--- config.mk ---
export PLATFORM = sky130hd
export DESIGN_NAME = mem_burst_initiator
export DESIGN_NICKNAME = d
export VERILOG_FILES = /design/src/rtl/mem_burst_initiator.sv
export SDC_FILE = /design/constraint.sdc
export NUM_CORES = 1
export LEC_CHECK = 0
export ABC_CLOCK_PERIOD_IN_PS = 2500
export BUFFER_PORTS_ARGS = -buffer_cell sky130_fd_sc_hd__buf_2
export CORE_MARGIN = 8
export CORE_UTILIZATION = 35
export DETAILED_ROUTE_END_ITERATION = 16
export HOLD_SLACK_MARGIN = 0.1
export PLACE_DENSITY = 0.79
export SYNTH_ARGS = -nofsm -noshare
export SYNTH_HDL_FRONTEND = slang
export SYNTH_SLANG_ARGS = --single-unit
export TNS_END_PERCENT = 20
--- constraint.sdc ---
create_clock -name clock -period 2.5 [get_ports clock]
set_clock_uncertainty 0.1 [all_clocks]
set_input_delay 0.375 -clock clock [delete_from_list [all_inputs] [get_ports clock]]
set_output_delay 0.375 -clock clock [all_outputs]
set_load 0.01 [all_outputs]
--- src/rtl/mem_burst_initiator.sv ---
// mem_burst_initiator
//   Accepts single-word or burst requests from a client over a valid/ready
//   handshake and sequences them onto the memory port (address / data_in /
//   access_size / rw / enable / busy / data_out). Read beats stream back to
//   the client; write beats are pulled from the client one per cycle.
//
// Optional feature macro: MEM_INIT_ALIGN_CHECK_EN
//   Defined     : misaligned or out-of-range requests are rejected
//                 (done + err pulse, memory never enabled).
//   Not defined : no check; mem_address[1:0] forced to 00; err tied 0.
//
// Ports
//   clock, reset          : clock, asynchronous active-high reset
//   req_valid/req_ready   : request handshake (ready only in IDLE)
//   req_rw/addr/size      : 1=read 0=write, base byte address, 00/01/10/11 = 1/4/8/16 words
//   wr_data/wr_ready      : write beat data, consumed when wr_ready=1
//   rd_data/rd_valid      : read beat data, valid when rd_valid=1
//   done/err              : end-of-transaction pulse, reject pulse
//   mem_*                 : memory port (address, data_in, access_size, rw,
//                           enable, busy, data_out)
module mem_burst_initiator #(
  parameter logic [31:0] base_addr    = 32'h80020000,
  parameter logic [31:0] memory_depth = 32'h100000
) (
  input  logic        clock,
  input  logic        reset,
  input  logic        req_valid,
  output logic        req_ready,
  input  logic        req_rw,
  input  logic [31:0] req_addr,
  input  logic [1:0]  req_size,
  input  logic [31:0] wr_data,
  output logic        wr_ready,
  output logic [31:0] rd_data,
  output logic        rd_valid,
  output logic        done,
  output logic        err,
  output logic [31:0] mem_address,
  output logic [31:0] mem_data_in,
  output logic [1:0]  mem_access_size,
  output logic        mem_rw,
  output logic        mem_enable,
  input  logic        mem_busy,
  input  logic [31:0] mem_data_out
);

  typedef enum logic [2:0] {
    S_IDLE,
    S_ISSUE,
    S_READ,
    S_WRITE,
    S_DONE
  } state_t;

  state_t      state_q;
  logic [3:0]  cnt_q;
  logic [31:0] addr_q;
  logic [1:0]  size_q;
  logic        rw_q;
  logic        req_ready_q;
  logic        mem_enable_q;
  logic        rd_valid_q;
  logic        wr_phase_q;
  logic        done_q;

  // Index of the final beat for a given size code.
  function automatic logic [3:0] last_beat(input logic [1:0] sz);
    case (sz)
      2'b00:   return 4'd0;
      2'b01:   return 4'd3;
      2'b10:   return 4'd7;
      default: return 4'd15;
    endcase
  endfunction

  logic [31:0] addr_d;

`ifdef MEM_INIT_ALIGN_CHECK_EN
  logic        err_q;
  logic [32:0] lim_end;
  logic [32:0] req_end;
  logic        reject;

  // 33-bit sums so an address near the top of the space cannot wrap past the limit.
  always_comb begin
    lim_end = {1'b0, base_addr} + {1'b0, memory_depth};
    req_end = {1'b0, req_addr} + {26'd0, ({1'b0, last_beat(req_size)} + 5'd1), 2'b00};
    reject  = (req_addr[1:0] != 2'b00) || (req_addr < base_addr) || (req_end > lim_end);
  end

  assign addr_d = req_addr;
  assign err    = err_q;
`else
  // Parameters only matter to the range check; fold them away here.
  logic unused_cfg;
  assign unused_cfg = ^{base_addr, memory_depth, req_addr[1:0]};

  assign addr_d = {req_addr[31:2], 2'b00};
  assign err    = 1'b0;
`endif

  always_ff @(posedge clock or posedge reset) begin
    if (reset) begin
      state_q      <= S_IDLE;
      cnt_q        <= '0;
      addr_q       <= '0;
      size_q       <= '0;
      rw_q         <= 1'b0;
      req_ready_q  <= 1'b1;
      mem_enable_q <= 1'b0;
      rd_valid_q   <= 1'b0;
      wr_phase_q   <= 1'b0;
      done_q       <= 1'b0;
`ifdef MEM_INIT_ALIGN_CHECK_EN
      err_q        <= 1'b0;
`endif
    end else begin
      done_q <= 1'b0;
`ifdef MEM_INIT_ALIGN_CHECK_EN
      err_q  <= 1'b0;
`endif
      case (state_q)
        S_IDLE: begin
          if (req_valid) begin
            addr_q      <= addr_d;
            size_q      <= req_size;
            rw_q        <= req_rw;
            req_ready_q <= 1'b0;
`ifdef MEM_INIT_ALIGN_CHECK_EN
            if (reject) begin
              state_q <= S_DONE;
              done_q  <= 1'b1;
              err_q   <= 1'b1;
            end else begin
              state_q      <= S_ISSUE;
              mem_enable_q <= 1'b1;
            end
`else
            state_q      <= S_ISSUE;
            mem_enable_q <= 1'b1;
`endif
          end
        end

        S_ISSUE: begin
          if (!mem_busy) begin
            mem_enable_q <= 1'b0;
            if (rw_q) begin
              state_q    <= S_READ;
              rd_valid_q <= 1'b1;
              cnt_q      <= '0;
            end else if (size_q == 2'b00) begin
              state_q <= S_DONE;
              done_q  <= 1'b1;
            end else begin
              // Beat 0 went out with the issue cycle; WRITE carries beats 1..N-1.
              state_q    <= S_WRITE;
              wr_phase_q <= 1'b1;
              cnt_q      <= 4'd1;
            end
          end
        end

        S_READ: begin
          if (cnt_q == last_beat(size_q)) begin
            state_q    <= S_DONE;
            rd_valid_q <= 1'b0;
            done_q     <= 1'b1;
          end else begin
            cnt_q <= cnt_q + 4'd1;
          end
        end

        S_WRITE: begin
          if (cnt_q == last_beat(size_q)) begin
            state_q    <= S_DONE;
            wr_phase_q <= 1'b0;
            done_q     <= 1'b1;
          end else begin
            cnt_q <= cnt_q + 4'd1;
          end
        end

        S_DONE: begin
          state_q     <= S_IDLE;
          req_ready_q <= 1'b1;
          cnt_q       <= '0;
        end

        default: begin
          state_q      <= S_IDLE;
          req_ready_q  <= 1'b1;
          mem_enable_q <= 1'b0;
          rd_valid_q   <= 1'b0;
          wr_phase_q   <= 1'b0;
          cnt_q        <= '0;
        end
      endcase
    end
  end

  // Beat 0 of a write is consumed in the issue cycle only once memory accepts it.
  assign wr_ready        = wr_phase_q | (mem_enable_q & ~rw_q & ~mem_busy);
  assign mem_data_in     = wr_ready ? wr_data : '0;
  assign rd_valid        = rd_valid_q;
  assign rd_data         = rd_valid_q ? mem_data_out : '0;
  assign req_ready       = req_ready_q;
  assign done            = done_q;
  assign mem_enable      = mem_enable_q;
  assign mem_address     = addr_q;
  assign mem_access_size = size_q;
  assign mem_rw          = rw_q;

endmodule

* Word-level counts from Yosys, hierarchy flattened
Index checks and enable logic that the tools add are counted.
Word-level totals: register bits 45, input port bits 103
Cells by class: bitwise operators 10, equality and inequality tests 18, multiplexer cells 38, reductions and logical operators 13, $add $sub $neg 1
Operators by type and width (count):
- $mux W32 | 2
- $mux W4 | 7
- $mux W3 | 6
- $ne A2 B2 Y1 const B | 9
- $pmux W4 S4 | 1
- $mux W1 | 15
- $pmux W1 S3 | 4
- $pmux W3 S4 | 1
- $pmux W4 S3 | 1
- $reduce_or A3 Y1 | 4
- $reduce_and A5 Y1 | 2
- $eq A4 B4 Y1 | 2
- $reduce_and A4 Y1 | 2
- $not A1 Y1 | 7
- $eq A3 B2 Y1 const B | 2
- $add A4 B1 Y4 const B | 1
- $reduce_and A2 Y1 | 2
- $eq A3 B1 Y1 const B | 1
- $eq A3 B3 Y1 const B | 1
- $logic_not A3 Y1 | 1
- $ne A3 B3 Y1 const B | 1
- $reduce_and A3 Y1 | 1
- $and A1 B1 Y1 | 2
- $eq A2 B1 Y1 const B | 1
- other kinds (4) | 4

* Longest topological paths before layout
Gate-level depths: netlist (run 1).
word-level depth 6, depth in mapped cells 5

* Worst setup path before layout (run 1)
OpenSTA, ideal clock, no wires.
kind register -> output, start point reg rw_q (netlist: mem_rw), end point out mem_data_in[10], path slack 0.779 ns, stages on the path, launching flop included 5, required time 2.025 ns, arrival time 1.246 ns, cell sequence dfrtp_1 > nor2_1 > a21oi_1 > clkbuf_1 > nor2b_1
Between the ends: word-level cells in the longest chain between the ends 5
Ends and longest elaborated chain:
- start, declared | RTL line 59 | logic rw_q;
- start signal, assigned | RTL line 127 | rw_q <= req_rw;
- $not A1 Y1 | RTL line 203 | assign wr_ready = wr_phase_q | (mem_enable_q & ~rw_q & ~mem_busy);
- $and A1 B1 Y1 (2 in series) | RTL line 203
- $or A1 B1 Y1 | RTL line 203
- $mux W32 | RTL line 204 | assign mem_data_in = wr_ready ? wr_data : '0;
- end, declared | RTL line 39 | output logic [31:0] mem_data_in,
Every way passes these cells.

* Final worst setup path (run 1)
start point reg rd_valid_q (netlist: rd_valid), end point out rd_data[31]
Between the ends: word-level cells in the longest chain between the ends 1
Ends and longest elaborated chain:
- start, declared | RTL line 62 | logic rd_valid_q;
- start signal, assigned | RTL line 111 | rd_valid_q <= 1'b0;
- start signal, assigned | RTL line 150 | rd_valid_q <= 1'b1;
- start signal, assigned | RTL line 167 | rd_valid_q <= 1'b0;
- $mux W32 | RTL line 206 | assign rd_data = rd_valid_q ? mem_data_out : '0;
- end, declared | RTL line 34 | output logic [31:0] rd_data,
Every way passes these cells.

==> run metrics, run 1 <==
Mapped Area 2437 µm²; most frequent cells in the layout 202 x buf_2, 44 x dfrtp_1, 34 x nor2b_1; most common cell after layout, fill and taps aside buf_2; Critical Path End Type primary output; fin crit share 81.90%; post-place instance area 3485 µm²; Die H 99.45 µm; arrival time worst endpoint 1.57 ns; max-slew violations 0; EDFF count, synth 0; Hold Path Class input pin to async pin; I/O pins 208; GRT Util Overall 15.99%; Worst Max-Slew Pin Slew 1.066 ns; core area 6756 µm²; Cell variety after synth 39; Hold Vio Cnt, Final 0; Routed WL 8.216 mm; die area 9890 µm²; Primary FF master, synth dfrtp_1; largest net degree at the start of global routing 36; share of post-route cells with drive strength above 1 58.82%; First-pass DRT Iterations 4; Max clock buf depth 2; vias in the first global route 2525; Buffers & Inverters on Critical Path 1; sequential fraction of the synthesis area 46.25%; Avg WL per Cell 16.27 µm; CTS Buf Count 5; worst path cell trace and2_1 > buf_2; Area contributors post-synth dfrtp_1 45%, mux2_2 14%, nor2b_1 8.7%, and2_1 8.5%, buf_6 1.8%; crit-path max FO 35; LEAKAGE 1.879 nW; fin nets 528; PortBufs 202; routed via count 2423; R2R setup slack 0.59 ns; Mapped Avg Cell Area 10.83 µm²; critical path class register to primary output; DP HPWL 6.799 mm; max_slew headroom 28.49%; DR vias/cell 4.798; worst skew pair latency 0.30 ns; Finished Cell Area 3596 µm²; diodes inserted 0; clock root buffer clkbuf_8; Die W 99.45 µm; Async S/R FF share, synth 100.0%; Yosys Warn Count 0; H-tree depth 2; status complete, no violations; 1st-iter DRT viols 125; Setup Fix Bufs, Post-CTS 0; CTS tree done; Hold-fix buffers, CTS 0; PD cells 1152 nW/µm²; Synth-to-Final Area Change 47.54%; GPL Wtd Cong 0.8454; DRT antenna net count 0; DR DRC count 0; Sink Count 45; Max stage delay on crit path 0.80 ns; Peak VDD IR 772.2 µV; Fin Setup TNS 0 ns; initial core utilization 36.07%; area leader, netlist dfrtp_1; first-pass GRT wire length 12.71 mm; CP max-delay cell dfrtp_1; number of max-cap violations 0; Overall Power 4.142 mW; crit-path leading delay family flip-flops; Setup Viol. Count Final 0; post-cts sizing count 0; Synth Instances 225; post-synth top area share 45.17%; min Tclk post-route 2.047 ns; clk slew on worst S/H paths 0.09 ns; antenna violations before repair 0; Req. time, crit path 2.03 ns; crit path launch type register; Max Freq 488.4 MHz; Seq cells post-synth 45; grt total ovfl 0; RSZ-0062 raised after global routing false; Cell Rows 30
-- routing by layer --
layer	vias to the layer above	part of all wire, %	track usage, %	routed length, µm
met2	125	51	29.03	4227
met4	0	1.3	5.006	108
li1	1158	-	-	-
met5	-	0	0	0
met3	11	10	6.145	857
met1	1129	37	16.50	3022
-- worst paths after layout --
kind,from,end,cells past startpoint
min,reset,mem_address[27]$_DFFE_PP0P_,2
max,rd_valid$_DFFE_PP0P_,rd_data[31],2
max in group asynchronous,reset,mem_address[4]$_DFFE_PP0P_,3
min reg2reg,mem_address[23]$_DFFE_PP0P_,mem_address[23]$_DFFE_PP0P_,1
min in group clock,req_addr[23],mem_address[23]$_DFFE_PP0P_,2
max reg2reg,state_q[1]$_DFFE_PP0P_,mem_address[18]$_DFFE_PP0P_,3
-- Yosys cell counts (3+ instances only) --
| cell type | n |
|---|---|
| clkbuf_1 | 8 |
| nor2_1 | 6 |
| mux2_2 | 31 |
| o211ai_1 | 4 |
| inv_1 | 6 |
| nand2b_1 | 3 |
| buf_4 | 4 |
| nor2b_1 | 34 |
| a21oi_1 | 7 |
| nand2_1 | 3 |
| dfrtp_1 | 44 |
| and2_1 | 33 |
| o21ai_0 | 4 |
| buf_6 | 4 |
| nand3_1 | 6 |
-- cells by family after synthesis --
kind of cell	count (synthesis)	synth area share (%)
AO/OA/AOI/OAI	28	8.008
XOR/XNOR	1	0.3594
adder cells (fa/ha/maj)	1	0.5133
buffers and inverters	22	5.236
flip-flops	45	46.25
multiplexers	33	15.25
other	1	0.1539
AND/OR/NAND/NOR	94	24.23
-- layout make-up --
cell class / count / area, µm²
clock inverters: 2 / 38.79
inverters: 6 / 22.52
repair buffers: 206 / 1041
well taps: 80 / 100.1
fillers: 608 / 3161
flip-flops and latches: 45 / 1127
clock buffers: 6 / 72.57
multi-input cells: 160 / 1194
-- stage by stage --
step	worst slack [ns]	instances	hold slack, ns	utilization (%)
after floorplan	0.7786	227	0.4039	-
after global placement	0.6672	497	0.3663	51.57
after detailed placement	0.6148	497	0.3738	51.57
after CTS	0.4165	505	0.1115	53.22
after global routing	0.3344	505	0.1665	53.22
final	0.4525	505	0.08532	53.22
-- registers in the layout (all words and copies together) (netlist names), 2 cells and up --
| name | count |
|---|---|
| cnt_q | 4 |
| mem_address | 30 |
| state_q | 3 |
| mem_access_size | 2 |
-- worst register-to-register path: cells and delay by family, from the launching register on --
| family | cells | cell delay (ns) |
|---|---|---|
| flops | 1 | 0.59 |
| simple gates | 1 | 0.37 |
| buf+inv | 1 | 0.34 |
| mux | 1 | 0.39 |
-- power by group --
group	leakage, nW	total, mW	switching (mW)	internal, mW
sequential	0.536	1.45	0.354	1.09
combinational	1.29	2.14	1.09	1.04
clock	0.0554	0.556	0.256	0.300
(Power assumes the default switching activity.)
==> run 2, diff against run 1 <==
--- a/config.mk
+++ b/config.mk
@@ -5,13 +5,13 @@
 export SDC_FILE = /design/constraint.sdc
 export NUM_CORES = 1
 export LEC_CHECK = 0
-export ABC_CLOCK_PERIOD_IN_PS = 2500
+export ABC_CLOCK_PERIOD_IN_PS = 1750
 export BUFFER_PORTS_ARGS = -buffer_cell sky130_fd_sc_hd__buf_2
 export CORE_MARGIN = 8
 export CORE_UTILIZATION = 35
 export DETAILED_ROUTE_END_ITERATION = 16
 export HOLD_SLACK_MARGIN = 0.1
-export PLACE_DENSITY = 0.79
+export PLACE_DENSITY = 0.81
 export SYNTH_ARGS = -nofsm -noshare
 export SYNTH_HDL_FRONTEND = slang
 export SYNTH_SLANG_ARGS = --single-unit
==> constraint.sdc (replaced) <==
create_clock -name clock -period 1.75 [get_ports clock]
set_clock_uncertainty 0.1 [all_clocks]
set_input_delay 0.2625 -clock clock [delete_from_list [all_inputs] [get_ports clock]]
set_output_delay 0.2625 -clock clock [all_outputs]
set_load 0.01 [all_outputs]
==> run metrics, run 2 (same netlist as run 1, synthesis figures left out) <==
max-slew violations 0 (unchanged); vias in the first global route 2631 (+4.2%); First-pass DRT Iterations 4 (unchanged); Hold Vio Cnt, Final 0 (unchanged); crit-path leading delay family flip-flops; Req. time, crit path 1.39 ns (-0.64 ns); PortBufs 202 (unchanged); die area 9890 µm² (unchanged); Min Hold Slack 0.1050 ns (+0.01970 ns); Overall Power 6.196 mW (+50%); hold depth 2; clock root buffer clkbuf_8; antenna violations before repair 1 (+1); Fillers 591 (-2.8%); r2r endpoint cnt_q[1]$_DFFE_PP0P_; R2R depth 4 (+1); core area 6756 µm² (unchanged); DRT antenna net count 0 (unchanged); critical path class register to primary output; initial core utilization 36.07% (unchanged); first-pass GRT wire length 13.70 mm (+7.8%); worst skew pair latency 0.30 ns (about the same); worst path cell trace nor2_4 > a21oi_4 > clkbuf_16 > nor2b_1 > buf_2; Cell Rows 30 (unchanged); min Tclk post-route 1.739 ns; I/O pins 208 (unchanged); Die H 99.45 µm (unchanged); PD cells 1544 nW/µm² (+34%); LEAKAGE 2.047 nW (+9.0%); number of max-cap violations 0 (unchanged); RSZ-0062 raised after global routing true; fin nets 564 (+6.8%); CP max-delay cell dfrtp_2; post-place instance area 3560 µm² (+2.2%); share of post-route cells with drive strength above 1 57.92% (-0.91 points); Avg WL per Cell 16.85 µm (+3.5%); most frequent cells in the layout 201 x buf_2, 41 x dfrtp_1, 33 x and2_1; status complete, no violations; GPL Wtd Cong 0.8625 (+2.0%); Hold Path Class input pin to register; Sink Count 45 (unchanged); Max stage delay on crit path 0.45 ns (-0.35 ns); DR vias/cell 4.686 (-2.3%); Worst Setup SP mem_rw$_DFFE_PP0P_; most common cell after layout, fill and taps aside buf_2; DP HPWL 6.815 mm (+0.24%); CTS Buf Count 5 (unchanged); largest net degree at the start of global routing 46 (+28%); Finished Cell Area 4014 µm² (+12%); Buffers & Inverters on Critical Path 2 (+1); crit path launch type register; Die W 99.45 µm (unchanged); Max Freq 575.1 MHz; RR Startpoint cnt_q[2]$_DFFE_PP0P_; DR DRC count 0 (unchanged); 1st-iter DRT viols 126 (+0.80%); max reg flops 30 (unchanged); H-tree depth 2 (unchanged); grt total ovfl 0 (unchanged); Setup Viol. Count Final 0 (unchanged); routed via count 2540 (+4.8%); CTS tree done; Peak VDD IR 895.9 µV (+16%); R2R setup slack 0.05 ns (-0.54 ns); GRT Util Overall 17.25% (+1.3 points); arrival time worst endpoint 1.38 ns (-0.19 ns); fin crit share 99.37%; Routed WL 9.131 mm (+11%); Critical Path End Type primary output; Hold Path End mem_address[14]$_DFFE_PP0P_; Max clock buf depth 2 (unchanged); clk slew on worst S/H paths 0.08 ns (about the same); HP Start req_addr[14]; Synth-to-Final Area Change 64.68%; crit-path max FO 16 (-54%)
==> run 2: cell count changes in the layout (fill, tap and decap cells not counted), sizes merged <==
cell         before  now
buf             206  213
bufinv            1    0
clkbuf            6    8
clkinv            2    1
clkinvlp          0    1
diode             0    1
dlygate4sd3       0   28
==> run 2: metal layers <==
layer / up-vias / global-route usage (%) / part of all wire (%)
met3: 6 / 5.936 / 10
li1: 1236 / - / -
met5: - / 0 / 0
met4: 0 / 4.075 / 0.66
met1: 1171 / 17.59 / 35
met2: 127 / 32.70 / 54
==> run 2: how the worst max path moves through the flow <==
stage	end	slack, ns	depth (start not counted)
final	mem_data_in[9]	0.01	5
after floorplan	mem_address[19]$_DFFE_PP0P_	0.04	4
after detailed placement	cnt_q[0]$_DFFE_PP0P_	0.07	3
after global placement	cnt_q[1]$_DFFE_PP0P_	0.13	4
after CTS	mem_data_in[6]	0.002	5
after global routing	cnt_q[1]$_DFFE_PP0P_	-0.06	4
==> run 2: where the power goes <==
group | leakage (nW) | total (mW) | internal (mW) | switching [mW]
combinational | 1.48 | 3.60 | 1.78 | 1.82
clock | 0.0385 | 0.634 | 0.283 | 0.351
sequential | 0.533 | 1.96 | 1.57 | 0.388
total | 2.05 | 6.20 | 3.64 | 2.56
==> run 2: area by class of cell <==
| type | count | area, µm² | area share [%] |
|---|---|---|---|
| Multi-Input combinational cell | 160 | 1231 | 30.67 |
| Tap cell | 80 | 100.1 | 2.494 |
| Clock buffer | 7 | 76.32 | 1.901 |
| Timing Repair Buffer | 242 | 1443 | 35.94 |
| Clock inverter | 1 | 7.507 | 0.1870 |
| Sequential cell | 45 | 1131 | 28.18 |
| Inverter | 6 | 22.52 | 0.5611 |
| Antenna cell | 1 | 2.502 | 0.06234 |
==> run 2: what timing repair did <==
action                                 CTS  global route
endpoints found under the hold margin   70             1
setup endpoints to repair               33            38
hold buffers                            27             1
pin swaps                                1             0
setup buffers                            1             1
resized for setup                        1            12
gates cloned                             0             1
==> run 2: stage by stage <==
step | setup slack, ns | setup TNS, ns | std cells | utilization (%)
after floorplan | 0.04422 | 0 | 227 | -
after global placement | 0.1283 | 0 | 502 | 52.69
after detailed placement | 0.06762 | 0 | 502 | 52.69
after CTS | 0.001967 | 0 | 538 | 58.07
after global routing | -0.05506 | -1.127 | 542 | 59.41
final | 0.01104 | 0 | 542 | 59.41
